**config.mk**
```make
export PLATFORM = sky130hd
export DESIGN_NAME = dm_port_arbiter
export DESIGN_NICKNAME = d
export VERILOG_FILES = /design/src/rtl/dm_port_arbiter.sv
export SDC_FILE = /design/constraint.sdc
export NUM_CORES = 1
export LEC_CHECK = 0
export CORE_AREA = 2 2 101 103
export CTS_BUF_LIST = sky130_fd_sc_hd__clkbuf_2 sky130_fd_sc_hd__clkbuf_4 sky130_fd_sc_hd__clkbuf_8
export DETAILED_ROUTE_END_ITERATION = 10
export DIE_AREA = 0 0 103 105
export DONT_BUFFER_PORTS = 1
export GPL_TIMING_DRIVEN = 1
export HOLD_SLACK_MARGIN = 0.06
export SLEW_MARGIN = 20
export SYNTH_ARGS = -nofsm -noshare
export SYNTH_HDL_FRONTEND = slang
export SYNTH_SLANG_ARGS = --single-unit
export TNS_END_PERCENT = 5
```
**constraint.sdc**
```tcl
create_clock -name clk -period 2.1 [get_ports clk]
set_clock_uncertainty 0.15 [all_clocks]
set_input_delay 0.21 -clock clk [delete_from_list [all_inputs] [get_ports clk]]
set_output_delay 0.21 -clock clk [all_outputs]
set_load 0.05 [all_outputs]
```
**src/rtl/dm_port_arbiter.sv**
```systemverilog
// Two-requester arbiter for the single-port byte-lane data memory.
// Round-robin with a bounded lock; routes one-cycle-latency read data to its issuer.
module dm_port_arbiter #(
    parameter int ADDR_W   = 14,
    parameter int DATA_W   = 32,
    parameter int MAX_HOLD = 4
) (
    input  logic                  clk,
    input  logic                  rst,

    input  logic                  m0_req,
    input  logic [DATA_W/8-1:0]   m0_we,
    input  logic [ADDR_W-1:0]     m0_addr,
    input  logic [DATA_W-1:0]     m0_wdata,
    input  logic                  m0_lock,
    output logic                  m0_gnt,
    output logic                  m0_rvalid,
    output logic [DATA_W-1:0]     m0_rdata,

    input  logic                  m1_req,
    input  logic [DATA_W/8-1:0]   m1_we,
    input  logic [ADDR_W-1:0]     m1_addr,
    input  logic [DATA_W-1:0]     m1_wdata,
    input  logic                  m1_lock,
    output logic                  m1_gnt,
    output logic                  m1_rvalid,
    output logic [DATA_W-1:0]     m1_rdata,

    output logic                  mem_cs,
    output logic [DATA_W/8-1:0]   mem_we,
    output logic [ADDR_W-1:0]     mem_addr,
    output logic [DATA_W-1:0]     mem_wdata,
    input  logic [DATA_W-1:0]     mem_rdata,

    output logic                  owner,
    output logic                  locked
);

    localparam int BE_W = DATA_W / 8;
    localparam int HC_W = $clog2(MAX_HOLD + 1);
    localparam logic [HC_W-1:0] HOLD_MAX = HC_W'(MAX_HOLD);

    logic            rr_last;
    logic [HC_W-1:0] hold_cnt;
    logic            rd_pending;
    logic            rd_id;

    logic            owner_req;
    logic            other_req;
    logic            g0;
    logic            g1;
    logic            lock_break;
    logic            accept;
    logic            win;
    logic            win_lock;
    logic [BE_W-1:0] win_we;

    always_comb begin
        owner_req  = owner ? m1_req : m0_req;
        other_req  = owner ? m0_req : m1_req;
        g0         = 1'b0;
        g1         = 1'b0;
        lock_break = 1'b0;
        if (!rst) begin
            g0 = 1'b0;
            g1 = 1'b0;
        end else if (locked && owner_req && (hold_cnt < HOLD_MAX)) begin
            g0 = ~owner;
            g1 = owner;
        end else if (locked && (hold_cnt == HOLD_MAX) && other_req) begin
            // Owner has used up its burst: hand one grant to the waiting side.
            g0         = owner;
            g1         = ~owner;
            lock_break = 1'b1;
        end else if (m0_req && !m1_req) begin
            g0 = 1'b1;
        end else if (m1_req && !m0_req) begin
            g1 = 1'b1;
        end else if (m0_req && m1_req) begin
            g0 = rr_last;
            g1 = ~rr_last;
        end
    end

    assign accept   = g0 | g1;
    assign win      = g1;
    assign win_lock = win ? m1_lock : m0_lock;
    assign win_we   = win ? m1_we : m0_we;

    assign m0_gnt    = g0;
    assign m1_gnt    = g1;
    assign mem_cs    = accept;
    assign mem_we    = accept ? win_we : '0;
    assign mem_addr  = win ? m1_addr : m0_addr;
    assign mem_wdata = win ? m1_wdata : m0_wdata;

    // Read data is shared; only the issuer sees rvalid. Reset masks a pending return.
    assign m0_rvalid = rst & rd_pending & ~rd_id;
    assign m1_rvalid = rst & rd_pending & rd_id;
    assign m0_rdata  = mem_rdata;
    assign m1_rdata  = mem_rdata;

    always_ff @(posedge clk) begin
        if (!rst) begin
            rr_last    <= 1'b1;
            locked     <= 1'b0;
            owner      <= 1'b0;
            hold_cnt   <= '0;
            rd_pending <= 1'b0;
            rd_id      <= 1'b0;
        end else begin
            if (accept) begin
                rr_last <= win;
            end

            if (accept && (win_we == '0)) begin
                rd_pending <= 1'b1;
                rd_id      <= win;
            end else begin
                rd_pending <= 1'b0;
            end

            if (locked && (!owner_req || lock_break)) begin
                locked   <= 1'b0;
                hold_cnt <= '0;
            end else if (accept) begin
                if (win_lock) begin
                    locked <= 1'b1;
                    owner  <= win;
                    if (locked && (owner == win)) begin
                        hold_cnt <= (hold_cnt < HOLD_MAX) ? hold_cnt + 1'b1 : HOLD_MAX;
                    end else begin
                        hold_cnt <= HC_W'(1);
                    end
                end else begin
                    locked   <= 1'b0;
                    hold_cnt <= '0;
                end
            end
        end
    end

endmodule

```
==> run_results.csv <==
group,metric,value,unit
outcome,status,"complete, but fails checks",
outcome,violations,"negative setup slack",
power_and_ir_drop,total_power,0.00123,W
yosys,ys_seq_area_share,8.76,%
setup_path,r2r_start,"hold_cnt[0]",
finish,finalNetCount,325,
placement,place_area,1780,µm²
yosys,ys_top_cells_by_area,"buf_4 27%, mux2_2 20%, mux2_1 9.2%",
finish,fin_area,2310,µm²
clock_tree,clkSinkCount,8,
timing,hold_viol_final,0,
finish,drive_gt1_share,63.6,%
detailed_routing,viasPerCell,4.62,
floorplan,dieArea,10800,µm²
detailed_routing,remaining_drc_errors,0,
clock_tree,cts_tree,"done",
detailed_routing,top_layer_used,"met4",
setup_path,max_stage_delay,400,ps
floorplan,die_width,103,µm
global_routing,grt_overflow,0,
power_and_ir_drop,p_leak,1.04,nW
setup_path,path_buf_inv,2,
worst_hold_path,min_path_cells,3,
floorplan,ioPinCount,259,
setup_path,cp.depth,7,
setup_path,worstPathCellList,"inv_2 -> ha_4 -> nand2_2 -> o31a_4 -> o21ai_4 -> bufbuf_16 -> mux2_4",
timing,fmax,407,MHz
finish,seq_area,170,µm²
yosys,post_synth_num_cell_types,43,
detailed_routing,vias,1469,
detailed_routing,wl_met1,2.79,mm
setup_path,end_kind,"output port",
yosys,synthTopCellsByCount,"67 x buf_4, 32 x mux2_2, 15 x mux2_1",
setup_path,crit_fanout,13,
timing,fin_crit_sh,117,%
detailed_routing,drt-initial-drc-count,121,
yosys,synth_async_sr_flop_share,0,%
yosys,syn_area,1830,µm²
floorplan,start_util,19.0,%
yosys,synth_top_area_share,27.5,%
finish,syn_to_final_growth,26.1,%
global_routing,grt_pass1_wl,9.78,mm
setup_path,critPathKind,"reg -> out",
detailed_routing,final_antenna_net_count,0,
timing,final_max_slew_viol_count,0,
setup_path,cp.required,1740,ps
placement,portBuffers,0,
yosys,synth_warnings,0,
placement,hpwl,5.66,mm
timing,slew_headroom,65.2,%
detailed_routing,wl_met2,3.79,mm
floorplan,core_area,9640,µm²
worst_hold_path,min_from,"m0_req",
setup_path,crit_start,"hold_cnt[0]",
timing,grt_setup_unrepaired,"true",
yosys,synth_area_per_cell,8.55,µm²
timing,setup_slack,-356,ps
finish,postLayoutCoreUtil,23.9,%
setup_path,slowest_stage,"mux2_4",
yosys,yosysMostFrequentCell,"buf_4",
detailed_routing,wl_met3,1.12,mm
detailed_routing,wl_per_cell,24.7,µm
global_routing,grt_max_degree,27,
yosys,ys.flop_type,"dfxtp_1",
timing,tightest_slew,524,ps
floorplan,die_y,105,µm
worst_hold_path,hp-class,"in -> reg",
clock_tree,h-tree-depth,1,
detailed_routing,first_pass_iters,4,
timing,setup_viol,53,
run,maxCapViolations,0,
setup_path,startpoint_type,"flop",
yosys,yosysTopAreaCell,"buf_4",
timing,final.min_clock_period,2460,ps
detailed_routing,wl,7.87,mm
yosys,syn_inst,214,
power_and_ir_drop,vdd_drop_max,133,µV
floorplan,num_rows,36,
placement,gp_congestion,0.812,
setup_path,crit_arrival,2100,ps
clock_tree,cts_root_buf,"clkbuf_8",
yosys,syn_nets,354,
clock_tree,clk_path_buf_depth,2,
yosys,ys_ff_latch,8,
placement,dp_slack,-246,ps
setup_path,worst-r2r-cell-count,10,
yosys,synth_edf_count,0,
global_routing,track_usage,12.5,%
finish,fill_cells,1036,
setup_path,crit_family,"compound AO/OA/AOI/OAI gates",
clock_tree,numCtsBuffers,3,
global_routing,grt_antenna_before_repair,1,
clock_tree,path_clk_slew,50,ps
finish,multiInputGateArea,1350,µm²
global_routing,grt_pass1_vias,1460,
clock_tree,clkLatencyLatePin,250,ps
power_and_ir_drop,p_per_area,533,nW/µm²
[power breakdown]
part	internal (W)	leakage [nW]	total [W]	switching (W)
clock	0.000146	0.0262	0.000224	0.0000780
sequential	0.000158	0.0675	0.000164	0.00000582
combinational	0.000318	0.945	0.000840	0.000523
total	0.000622	1.04	0.00123	0.000606
[metrics by stage]
| step | cells | setup TNS (ps) | hold WS (ps) |
|---|---|---|---|
| 3_5_place_dp | 301 | -10540 | 155 |
| 3_3_place_gp | 301 | -9220 | 144 |
| 6_report | 318 | -17460 | 84.2 |
| 5_1_grt | 317 | -22020 | 92.0 |
| 4_1_cts | 313 | -19410 | 66.5 |
| 2_1_floorplan | 214 | -7510 | 227 |
[worst register-to-register path, stage by stage (launching register included)]
cell and delay (ps):
dfxtp_2 310, inv_2 70, ha_4 150, nand2_2 60
o31a_4 300, o21ai_4 220, buf_6 180, buf_6 170
buf_4 140, mux2i_1 190, nor2_1 60
[metal layers]
layer  vias to the layer above  global-route usage [%]
li1                        630                       -
met1                       694                    13.4
met2                       128                    20.7
met3                        17                    6.15
met4                         0                    5.26
met5                         -                       0
[worst paths after layout]
check                                endpoint  slack, ps
worst max-delay path            mem_wdata[29]       -360
worst min-delay path                  rr_last         80
worst max register to register     rd_pending        -10
worst min register to register          rd_id        350
[kinds of logic after synthesis]
logic type	Yosys count	share of synthesized area, %
multiplexers	53	32.9
flip-flops	8	8.75
adder cells (fa/ha/maj)	2	1.37
AND/OR/NAND/NOR	37	9.78
buffers and inverters	83	33.7
AO/OA/AOI/OAI	31	13.5
[cell usage in the layout, fill, tap and decap left out, drive strengths merged, types with 2 or more instances in the layout]
cell / count
dfxtp: 8
and3: 5
clkbuf: 6
o22ai: 3
dlygate4sd3: 4
bufbuf: 2
nor4: 2
o2bb2ai: 2
mux2i: 6
inv: 6
or3: 2
buf: 34
nand2: 11
o21ai: 7
o32ai: 2
mux2: 47
nand3: 3
o31a: 2
ha: 2
a21oi: 6
nor2: 9
[flip-flops by register name, summed over array words and instances (netlist names)]
| register | flops |
|---|---|
| rd_id | 1 |
| locked | 1 |
| hold_cnt | 3 |
| rr_last | 1 |
| owner | 1 |
| rd_pending | 1 |
[area by class of cell]
type,count,share of cell area (%)
diodes,1,0.109
clock buffers,4,2.12
inverters,7,1.19
multi-input cells,123,58.5
flip-flops and latches,8,7.38
well taps,133,7.22
repair buffers,42,23.5
[what timing repair did]
action / CTS / global route
cloned: 3 / 3
gates resized for setup: 62 / 8
hold buffers: 4 / 0
endpoints found under the hold margin: 3 / 0
pin swaps: 1 / 5
setup buffers: 1 / 2
setup endpoints to repair: 58 / 57
Power figures use the tool's default switching activity.
